## src/rtl/serial_adder.sv

```systemverilog
// Bit-serial LSB-first adder: one full-adder slice (two half adders) processes one bit per cycle,
// with valid/ready handshakes on operand intake and result delivery.

module half_adder (
    output logic S,
    output logic C,
    input  logic x,
    input  logic y
);
    assign S = x ^ y;
    assign C = x & y;
endmodule

module serial_adder #(
    parameter int WIDTH = 8
) (
    input  logic             clk,
    input  logic             reset,
    input  logic             in_valid,
    output logic             in_ready,
    input  logic [WIDTH-1:0] a,
    input  logic [WIDTH-1:0] b,
    input  logic             cin,
    output logic             out_valid,
    input  logic             out_ready,
    output logic [WIDTH-1:0] sum,
    output logic             cout,
    output logic             busy
);
    localparam int CNT_W = $clog2(WIDTH) + 1;

    typedef enum logic [1:0] {IDLE, RUN, DONE} state_t;

    state_t           state, state_nxt;
    logic [WIDTH-1:0] shift_a, shift_b, sum_sr;
    logic             carry;
    logic [CNT_W-1:0] cnt;
    logic             s0, c0, s1, c1;
    logic             bit_sum, bit_carry, last_bit;

    half_adder u_ha0 (.S(s0), .C(c0), .x(shift_a[0]), .y(shift_b[0]));
    half_adder u_ha1 (.S(s1), .C(c1), .x(s0),         .y(carry));

    assign bit_sum   = s1;
    assign bit_carry = c0 | c1;
    assign last_bit  = (cnt == CNT_W'(WIDTH - 1));

    always_ff @(posedge clk or posedge reset) begin
        if (reset) state <= IDLE;
        else       state <= state_nxt;
    end

    // in_ready is also gated by reset so it stays low while reset is held
    always_comb begin
        state_nxt = state;
        in_ready  = 1'b0;
        out_valid = 1'b0;
        busy      = 1'b0;
        case (state)
            IDLE: begin
                in_ready = !reset;
                if (in_valid) state_nxt = RUN;
            end
            RUN: begin
                busy = 1'b1;
                if (last_bit) state_nxt = DONE;
            end
            DONE: begin
                out_valid = 1'b1;
                busy      = 1'b1;
                if (out_ready) state_nxt = IDLE;
            end
            default: state_nxt = IDLE;
        endcase
    end

    always_ff @(posedge clk or posedge reset) begin
        if (reset) begin
            shift_a <= '0;
            shift_b <= '0;
            sum_sr  <= '0;
            carry   <= 1'b0;
            cnt     <= '0;
            sum     <= '0;
            cout    <= 1'b0;
        end else begin
            case (state)
                IDLE: begin
                    if (in_valid) begin
                        shift_a <= a;
                        shift_b <= b;
                        carry   <= cin;
                        cnt     <= '0;
                    end
                end
                RUN: begin
                    shift_a <= {1'b0, shift_a[WIDTH-1:1]};
                    shift_b <= {1'b0, shift_b[WIDTH-1:1]};
                    sum_sr  <= {bit_sum, sum_sr[WIDTH-1:1]};
                    carry   <= bit_carry;
                    // counter wraps to 0 on the last bit so it never reaches WIDTH
                    if (last_bit) begin
                        cnt  <= '0;
                        sum  <= {bit_sum, sum_sr[WIDTH-1:1]};
                        cout <= bit_carry;
                    end else begin
                        cnt <= cnt + 1'b1;
                    end
                end
                default: ;
            endcase
        end
    end
endmodule

```

## config.mk

```make
export PLATFORM = sky130hd
export DESIGN_NAME = serial_adder
export DESIGN_NICKNAME = d
export VERILOG_FILES = /design/src/rtl/serial_adder.sv
export SDC_FILE = /design/constraint.sdc
export NUM_CORES = 1
export LEC_CHECK = 0
export ABC_AREA = 1
export BUFFER_PORTS_ARGS = -buffer_cell sky130_fd_sc_hd__clkbuf_2
export CORE_MARGIN = 4
export CORE_UTILIZATION = 50
export DETAILED_ROUTE_END_ITERATION = 10
export HOLD_SLACK_MARGIN = 0.15
export PLACE_DENSITY = 0.73
export SLEW_MARGIN = 40
export SYNTH_ARGS = -nofsm -noshare
export SYNTH_HDL_FRONTEND = slang
export SYNTH_SLANG_ARGS = --single-unit
```

## constraint.sdc

```tcl
create_clock -name clk -period 1.75 [get_ports clk]
set_input_delay 0.2625 -clock clk [delete_from_list [all_inputs] [get_ports clk]]
set_output_delay 0.2625 -clock clk [all_outputs]
set_load 0.1 [all_outputs]
```

After elaboration in Yosys (flattened, before gate mapping)
Cells that the tools add are included.
- bits in registers: 40
- latch bits: 0
- memory bits (writable): 0
- memory bits (read-only): 0
- input bits: 21
- output and inout bits: 12
- logic and storage cells: 43
- memories: 0
- add/sub/neg operators: 1
- $mul: 0
- div/mod/pow operators: 0
- $lt $le $gt $ge: 0
- eq/ne operators: 6
- shift-type cells: 0
- muxes and demuxes: 16
- bitwise logic cells: 5
- reductions and logical operators: 7
- operators with widths (operator ; number):
    one-hot mux 8 bit (2 select lines) ; 2
    2-to-1 mux 8 bit ; 2
    2-to-1 mux 4 bit ; 2
    one-hot mux 4 bit (2 select lines) ; 1
    2-to-1 mux 2 bit ; 3
    inequality test 2 bit (second input constant) ; 3
    one-hot mux 2 bit (3 select lines) ; 1
    adder 4 x 1 -> 4 bit (second input constant) ; 1
    equality test 4 x 3 -> 1 bit (second input constant) ; 1
    2-to-1 mux 1 bit ; 4
    AND reduction 2 bit ; 2
    AND reduction 3 bit ; 1
    AND 1 bit ; 2
    equality test 2 x 1 -> 1 bit (second input constant) ; 1
    equality test 2 bit (second input constant) ; 1
    logical NOT 2 bit ; 1
    one-hot mux 1 bit (2 select lines) ; 1
    nonzero test 2 bit ; 1
    OR reduction 2 bit ; 1
    bitwise XOR 1 bit ; 2
    logical NOT 1 bit ; 1
    OR 1 bit ; 1

Logic depth before layout (Yosys ltp)
Gate-level depths: netlist of run 1.
- depth in word-level cells: 4
- gate-level depth with buffers: 9
- gate-level depth less buffers: 9

Cells and area by module
A second synthesis of run 1 with hierarchy kept.
- cell total of the unflattened synthesis: 210
- area total of the unflattened synthesis: 1845.5 µm²
- by module, submodules not included (module ; times used ; cells each ; area an instance (µm²) ; sequential area each (µm²)):
    serial_adder ; 1 ; 208 ; 1820.5 ; 975.9
    half_adder ; 2 ; 1 ; 12.5 ; 0.0

Worst setup path before layout of run 1
OpenSTA, ideal clock, no wires.
- path kind: reg2out
- start: reg state[0]
- end: out in_ready
- arrival: 1972 ps
- data required time: 1487 ps
- slack: -484 ps
- cell stages (with the launch flop): 5
- buffers on the path: 0
- path through: dfrtp_1 > inv_1 > ha_1 > inv_1 > nor2_1
- cells in the longest elaborated chain, start to end: 2
- RTL lines (what ; line ; text):
    from (decl) ; 34 ; state_t state, state_nxt;
    from (signal assigned) ; 50 ; else state <= state_nxt;
    logical NOT 2 bit ; 59 ; case (state)
    2-to-1 mux 1 bit ; 59 ;
    to (decl) ; 20 ; output logic in_ready,
Every way passes these cells.

Worst setup path in the final report of run 1
- start: reg state[1]
- end: out in_ready
Same word-level chain as after synthesis.

==> results of run 1 <==
cell families after synthesis:
logic type                 count (synthesis)  synth area share [%]
AOI/OAI and AO/OA                         51                  17.2
adders and majority gates                  6                  4.51
buffers and inverters                     41                  9.56
DFF                                       39                  53.3
and+or+nand+nor                           70                  15.4
critical path, cell delays in order, from the launching register on:
cell and delay [ns]:
dfrtp_1 0.42, inv_2 0.09, ha_2 0.20, inv_1 0.07, nor2_2 0.13, buf_12 0.19
state kept, by name, indices dropped and copies added (netlist names):
| signal | count |
|---|---|
| sum_sr | 7 |
| shift_a | 8 |
| sum | 8 |
| cout | 1 |
| state | 2 |
| shift_b | 8 |
| cnt | 4 |
| carry | 1 |
layout make-up:
type / count / area [sq um] / area share, %
inverter: 32 / 120 / 5.51
tap: 46 / 57.6 / 2.64
sequential: 39 / 976 / 44.8
clock inverter: 1 / 5.00 / 0.230
timing repair buffer: 40 / 255 / 11.7
clock buffer: 7 / 76.3 / 3.50
multi-input combinational: 127 / 688 / 31.6
report_power, final:
group | internal [mW] | switching [mW]
logic | 0.637 | 1.24
registers | 1.23 | 0.143
clock network | 0.279 | 0.295
total | 2.14 | 1.68
stage by stage:
step / power, mW / setup slack [ns] / instance area [sq um]
after floorplan: 2.80 / -0.0225 / 1840
after global placement: 3.19 / 0.268 / 2080
after detailed placement: 3.24 / 0.192 / 2080
after CTS: 3.83 / 0.0442 / 2170
after global routing: 4.16 / 0.0176 / 2180
final: 3.82 / 0.103 / 2180
cell usage after synthesis:
master	number
inv_2	2
buf_6	1
dfrtp_1	39
o21ai_2	8
buf_2	5
a21oi_1	2
o211ai_1	11
buf_4	2
nor2_2	1
fa_1	1
o21ai_1	1
o21ai_0	28
nand3_1	8
nand2_2	3
inv_1	30
clkbuf_1	1
nor2_1	7
o21a_1	1
ha_1	5
nand2_1	51
final timing paths:
check,start,to,cells after the start
max in group asynchronous,reset,sum[4],4
worst max-delay path,state[1],in_ready,5
worst max register to register,state[0],sum[1],6
min in group asynchronous,reset,state[1],4
worst min-delay path,b[7],shift_b[7],3
worst min register to register,sum[7],sum[7],2
repair_timing:
| action | CTS | global route |
|---|---|---|
| endpoints found under the hold margin | 39 | 0 |
| hold buffers | 1 | 0 |
| gates resized for setup | 0 | 3 |
| setup buffers | 0 | 1 |
| endpoints found under the setup margin | 0 | 1 |
layer usage:
metal  vias to the layer above  part of all wire [%]
met4                         0                   2.2
li1                        733                     -
met3                         5                   4.2
met5                         -                     0
met1                       679                    46
met2                        25                    47
==> flow_metrics.py, run 1 <==
metrics = {
    "yosys": {
        "yosys.cell_types.count": 20,
        "synthCells": 207,
        "yosys.area.top_type": "dfrtp_1",
        "synth_seq_area_share_pct": 53.3,
        "syn_area_per_cell_sq_um": 8.85,
        "ys_warn_count": 0,
        "synth_area_leaders": "dfrtp_1, nand2_1, o21ai_0",
        "syn_area_sq_mm": 0.00183,
        "synth-seq-cells": 39,
        "yosys.area.top_type_share_pct": 53.3,
        "syn-num-nets": 234,
    },
    "floorplanning": {
        "dieArea_sq_mm": 0.00470,
        "fp-row-count": 21,
        "die_h_microns": 68.5,
        "start_util_pct": 53.2,
        "ios": 33,
        "core_sq_mm": 0.00344,
        "die_w_microns": 68.5,
    },
    "setup_path": {
        "cp-end-kind": "output port",
        "cp-start-kind": "register",
        "cp.arrival_ns": 1.38,
        "ff2ff_setup_slack_ns": 0.18,
        "cp.required_ns": 1.49,
        "critical_path_class": "register to output port",
        "path_max_fanout": 4,
    },
    "detailed_routing": {
        "drt_iter0_drc": 76,
        "first_pass_iters": 4,
        "drt_wl_total_microns": 3370,
        "vias_per_cell": 4.94,
        "wl_per_cell_microns": 11.5,
        "drc": 0,
        "postRouteAntennaNets": 0,
        "via_count": 1442,
    },
    "clocking": {
        "clock_sinks": 39,
        "cts-buffers-inserted": 5,
        "insertion_delay_ns": 0.29,
        "clockBufferDepth": 2,
        "cts_root_buf": "clkbuf_8",
        "cts_tree": "done",
        "path_clk_slew_ns": 0.07,
        "htreeDepth": 2,
    },
    "timing": {
        "finClkSkew_ns": 0.00839,
        "period_share_pct": 94.1,
        "setup-tns-final_ns": 0,
        "final-hold-violation-count": 0,
        "period_needed_ns": 1.65,
        "tightestPinTransition_ns": 0.540,
        "rsz0062_at_grt": "no",
        "setup_viol_count_final": 0,
        "hold_ws_ns": 0.210,
        "fmax_mhz": 607,
        "drv_slew": 0,
        "relSlewSlack_pct": 64.2,
    },
    "finish": {
        "diodes": 0,
        "final_common_cell": "nand2_1",
        "final_cells": 292,
        "final_cell_mix": "nand2_1, dfrtp_1, clkbuf_2",
        "nets": 272,
        "nFillCells": 309,
        "areaGrowthSynthToFinish_pct": 18.9,
        "drive_above_1_share_pct": 26.0,
        "utilization_pct": 63.3,
    },
    "place": {
        "place_hpwl_microns": 2440,
        "io_buffers": 32,
        "globalplace.congestion": 0.780,
        "dp_cells": 282,
    },
    "grt": {
        "busiest_layer": "met2",
        "grt_pass1_wl_microns": 5790,
        "grtUsageMet3_pct": 3.89,
        "grtUsageMet1_pct": 21.2,
        "track_usage_pct": 16.9,
        "grt_max_degree": 40,
        "antenna_found_initial": 0,
        "overflow": 0,
        "met2_usage_pct": 26.6,
        "first_global_vias": 1394,
    },
    "run": {
        "cap_violations": 0,
    },
    "power_and_ir_drop": {
        "p_leak_nw": 1.09,
        "power_density_mw_per_mm2": 1750,
        "ir_worst_vdd_uv": 1930,
    },
    "outcome": {
        "run_status": "finished, final reports clean",
    },
    "hold_path": {
        "hold_path.class": "input port to register",
    },
}
(Power assumes the default switching activity.)
==> run 2: changes to the inputs <==
--- a/config.mk
+++ b/config.mk
@@ -6,12 +6,12 @@
 export NUM_CORES = 1
 export LEC_CHECK = 0
 export ABC_AREA = 1
-export BUFFER_PORTS_ARGS = -buffer_cell sky130_fd_sc_hd__clkbuf_2
 export CORE_MARGIN = 4
-export CORE_UTILIZATION = 50
+export CORE_UTILIZATION = 40
 export DETAILED_ROUTE_END_ITERATION = 10
+export DONT_BUFFER_PORTS = 1
 export HOLD_SLACK_MARGIN = 0.15
-export PLACE_DENSITY = 0.73
+export PLACE_DENSITY = 0.54
 export SLEW_MARGIN = 40
 export SYNTH_ARGS = -nofsm -noshare
 export SYNTH_HDL_FRONTEND = slang
==> flow_metrics.py, run 2 (synthesis results as in run 1) <==
metrics = {
    "floorplanning": {
        "start_util_pct": 41.8,
        "fp-row-count": 24,
        "die_w_microns": 75.7,
        "core_sq_mm": 0.00438,
        "die_h_microns": 75.7,
        "ios": 33,
        "dieArea_sq_mm": 0.00573,
    },
    "timing": {
        "setup_viol_count_final": 0,
        "finClkSkew_ns": 0.00730,
        "relSlewSlack_pct": 67.1,
        "final-hold-violation-count": 0,
        "rsz0062_at_grt": "no",
        "drv_slew": 0,
        "period_needed_ns": 1.64,
        "fmax_mhz": 609,
        "tightestPinTransition_ns": 0.493,
        "period_share_pct": 93.8,
    },
    "setup_path": {
        "path_max_fanout": 4,
        "cp.required_ns": 1.49,
        "cp.arrival_ns": 1.38,
        "crit_path_top_delay_cell": "dfrtp_1",
        "crit_family": "flip-flops",
        "critical_path_class": "register to output port",
        "cp_common_cell": "inv_1",
        "cp-start-kind": "register",
        "r2r_start": "state[1]",
        "ff2ff_setup_slack_ns": 0.22,
        "r2r_cells": 6,
        "cp-end-kind": "output port",
        "regToRegEndpoint": "sum[6]",
        "cp.depth": 5,
        "crit_buf_inv": 3,
        "cpPeakStageDelay_ns": 0.40,
        "path_cells": "inv_1 -> ha_2 -> inv_1 -> nor2_4 -> buf_12",
    },
    "power_and_ir_drop": {
        "ir_worst_vdd_uv": 1330,
        "p_leak_nw": 1.06,
        "power_density_mw_per_mm2": 1700,
        "p_total_mw": 3.78,
    },
    "clocking": {
        "cts-buffers-inserted": 5,
        "htreeDepth": 2,
        "path_clk_slew_ns": 0.07,
        "post_cts_buffers": 0,
        "clock_sinks": 39,
        "insertion_delay_ns": 0.28,
        "clockBufferDepth": 2,
        "cts_tree": "done",
        "cts_root_buf": "clkbuf_8",
    },
    "grt": {
        "grt_max_degree": 40,
        "grt_pass1_wl_microns": 6310,
        "overflow": 0,
        "antenna_found_initial": 0,
        "first_global_vias": 1437,
        "track_usage_pct": 14.5,
    },
    "detailed_routing": {
        "drc": 0,
        "first_pass_iters": 4,
        "via_count": 1400,
        "postRouteAntennaNets": 0,
        "drt_wl_total_microns": 3700,
        "vias_per_cell": 4.86,
        "wl_per_cell_microns": 12.8,
        "drt_iter0_drc": 92,
    },
    "place": {
        "dp_cells": 266,
        "globalplace.congestion": 0.722,
        "place_hpwl_microns": 2610,
        "io_buffers": 0,
    },
    "outcome": {
        "run_status": "finished, final reports clean",
    },
    "finish": {
        "reg_top3": "shift_a (8), shift_b (8), sum (8)",
        "final_cell_mix": "nand2_1, dfrtp_1, inv_1",
        "nFillCells": 429,
        "areaGrowthSynthToFinish_pct": 21.2,
        "drive_above_1_share_pct": 16.9,
        "nets": 262,
        "final_cells": 288,
        "diodes": 0,
        "final_common_cell": "nand2_1",
    },
    "run": {
        "cap_violations": 0,
    },
    "hold_path": {
        "hp-start": "b[1]",
        "hold_path.class": "input port to register",
        "min_to": "shift_b[1]",
        "min_delay_path_depth": 2,
    },
}
run 2: per-stage QoR:
step	cell area, sq um	setup TNS (ns)	setup slack, ns	hold slack (ns)	util, %
after floorplan	1840	-0.0225	-0.0225	0.413	-
after global placement	1990	0	0.294	0.298	45.4
after detailed placement	1990	0	0.228	0.306	45.4
after CTS	2210	0	0.0371	0.195	50.5
after global routing	2220	0	0.0148	0.255	50.7
final	2220	0	0.108	0.202	50.7
run 2: final cells by class:
| class | count | area (sq um) | area share [%] |
|---|---|---|---|
| sequential | 39 | 976 | 43.9 |
| multi-input combinational | 127 | 693 | 31.2 |
| timing repair buffer | 30 | 285 | 12.8 |
| inverter | 32 | 120 | 5.41 |
| clock buffer | 7 | 76.3 | 3.44 |
| tap | 52 | 65.1 | 2.93 |
| clock inverter | 1 | 5.00 | 0.225 |
run 2: repair_timing:
| action | CTS | global route |
|---|---|---|
| hold buffers | 14 | 0 |
| endpoints found under the hold margin | 52 | 0 |
| endpoints found under the setup margin | 0 | 1 |
| gates resized for setup | 0 | 3 |
run 2: worst max-delay path by stage:
stage | from | to | slack (ns)
after global routing | state[1] | in_ready | 0.01
after detailed placement | state[1] | sum[6] | 0.23
after CTS | state[0] | in_ready | 0.04
after global placement | state[0] | shift_b[0] | 0.29
final | state[1] | in_ready | 0.11
after floorplan | state[0] | in_ready | -0.02
run 2: power breakdown:
group	internal, mW	total (mW)	leakage (nW)	switching, mW
registers	1.23	1.37	0.504	0.146
logic	0.583	1.84	0.511	1.26
clock network	0.280	0.572	0.0422	0.293
total	2.09	3.78	1.06	1.69
run 2: metal layers:
layer  global-route usage [%]  vias to the layer above  wire length, microns
met3                     3.56                        6                   200
met1                     17.3                      648                  1550
met2                     24.7                       36                  1900
met4                     6.41                        0                    52
met5                        0                        -                     0
li1                         -                      710                     -
==> run 3: changes to the inputs <==
--- a/config.mk
+++ b/config.mk
@@ -8,6 +8,7 @@
 export ABC_AREA = 1
 export CORE_MARGIN = 4
 export CORE_UTILIZATION = 40
+export CTS_BUF_LIST = sky130_fd_sc_hd__clkbuf_16
 export DETAILED_ROUTE_END_ITERATION = 10
 export DONT_BUFFER_PORTS = 1
 export HOLD_SLACK_MARGIN = 0.15
==> flow_metrics.py, run 3 (synthesis results as in run 1) <==
metrics = {
    "timing": {
        "setup_viol_count_final": 0,
        "rsz0062_at_grt": "no",
        "period_share_pct": 93.4,
        "layout_setup_ws_ns": 0.116,
        "final-hold-violation-count": 0,
        "tightestPinTransition_ns": 0.498,
        "period_needed_ns": 1.63,
        "drv_slew": 0,
        "relSlewSlack_pct": 66.8,
        "fmax_mhz": 612,
        "finClkSkew_ns": 0.00346,
    },
    "floorplanning": {
        "ios": 33,
        "core_sq_mm": 0.00438,
        "fp-row-count": 24,
        "dieArea_sq_mm": 0.00573,
        "die_w_microns": 75.7,
        "start_util_pct": 41.8,
        "die_h_microns": 75.7,
    },
    "grt": {
        "grt_pass1_wl_microns": 6290,
        "antenna_found_initial": 0,
        "overflow": 0,
        "grt_max_degree": 40,
        "track_usage_pct": 14.6,
        "first_global_vias": 1438,
    },
    "place": {
        "place_ws_ns": 0.228,
        "placedInstanceArea_sq_mm": 0.00199,
        "place_hpwl_microns": 2610,
        "globalplace.congestion": 0.722,
        "io_buffers": 0,
    },
    "detailed_routing": {
        "via_count": 1388,
        "dr_wl_met2_microns": 1870,
        "wirelength_met1_microns": 1530,
        "routed-wl-met3_microns": 194,
        "vias_per_cell": 4.92,
        "drc": 0,
        "drt_wl_total_microns": 3640,
        "wl_per_cell_microns": 12.9,
        "postRouteAntennaNets": 0,
        "first_pass_iters": 4,
        "routed.top_layer": "met4",
        "drt_iter0_drc": 118,
    },
    "hold_path": {
        "hold_path.class": "input port to register",
        "min_to": "shift_b[6]",
        "hp-start": "b[6]",
        "min_delay_path_depth": 2,
    },
    "finish": {
        "nFillCells": 426,
        "diodes": 0,
        "final_common_cell": "nand2_1",
        "nets": 256,
        "drive_above_1_share_pct": 17.4,
        "areaGrowthSynthToFinish_pct": 21.0,
        "stdcell_area_sq_mm": 0.00222,
        "final_cell_mix": "nand2_1, dfrtp_1, inv_1",
        "reg_top3": "shift_a (8), shift_b (8), sum (8)",
    },
    "clocking": {
        "post_cts_buffers": 0,
        "cts_tree": "done",
        "clockBufferDepth": 2,
        "path_clk_slew_ns": 0.05,
        "clock_sinks": 39,
        "cts-buffers-inserted": 5,
        "insertion_delay_ns": 0.27,
        "cts_root_buf": "clkbuf_16",
        "htreeDepth": 2,
    },
    "setup_path": {
        "critical_path_class": "register to output port",
        "cp-end-kind": "output port",
        "r2r_cells": 6,
        "cp.required_ns": 1.49,
        "ff2ff_setup_slack_ns": 0.22,
        "regToRegEndpoint": "sum[6]",
        "r2r_start": "state[1]",
        "cp-start-kind": "register",
        "path_max_fanout": 4,
        "cp.arrival_ns": 1.37,
    },
    "run": {
        "cap_violations": 0,
    },
    "power_and_ir_drop": {
        "p_total_mw": 4.04,
        "ir_worst_vdd_uv": 1300,
        "p_leak_nw": 1.07,
        "power_density_mw_per_mm2": 1820,
    },
    "outcome": {
        "run_status": "finished, final reports clean",
    },
}
run 3: critical path, stage by stage, from the launching register on:
cell and delay [ns]:
dfrtp_1 0.40, inv_1 0.12, ha_2 0.22, inv_1 0.08
nor2_4 0.10, buf_12 0.18
run 3: cell type report:
cell class	instances	area, sq um	area share [%]
Sequential cell	39	976	44.0
Multi-Input combinational cell	127	693	31.3
Inverter	32	120	5.42
Clock inverter	3	12.5	0.564
Timing Repair Buffer	24	225	10.2
Tap cell	52	65.1	2.93
Clock buffer	5	125	5.64
run 3: report_power, final:
group	internal [mW]	switching [mW]
Clock	0.514	0.322
Combinational	0.577	1.25
Sequential	1.23	0.146
Total	2.32	1.72
run 3: metrics by stage:
stage | std cells | TNS [ns] | utilization, % | hold slack [ns]
final | 282 | 0 | 50.6 | 0.154
after global routing | 282 | 0 | 50.6 | 0.169
after CTS | 282 | 0 | 50.4 | 0.151
after detailed placement | 266 | 0 | 45.4 | 0.306
after global placement | 266 | 0 | 45.4 | 0.298
after floorplan | 207 | -0.0225 | - | 0.413
run 3: timing repair:
action,CTS,global route
resized for setup,0,3
endpoints found under the hold margin,46,0
endpoints found under the setup margin,0,1
hold buffers,8,0
run 3: worst max-delay path by stage:
stage,cells past startpoint,end,slack (ns),startpoint
floorplan,4,in_ready,-0.02,state[0]
global placement,8,shift_b[0],0.29,state[0]
detailed placement,6,sum[6],0.23,state[1]
CTS,5,in_ready,0.05,state[0]
global route,5,in_ready,0.03,state[1]
finish,5,in_ready,0.12,state[1]
run 3: per-layer routing:
layer	up-vias	global-route usage [%]
li1	702	-
met1	652	17.0
met2	28	24.8
met3	6	4.35
met4	0	6.41
met5	-	0
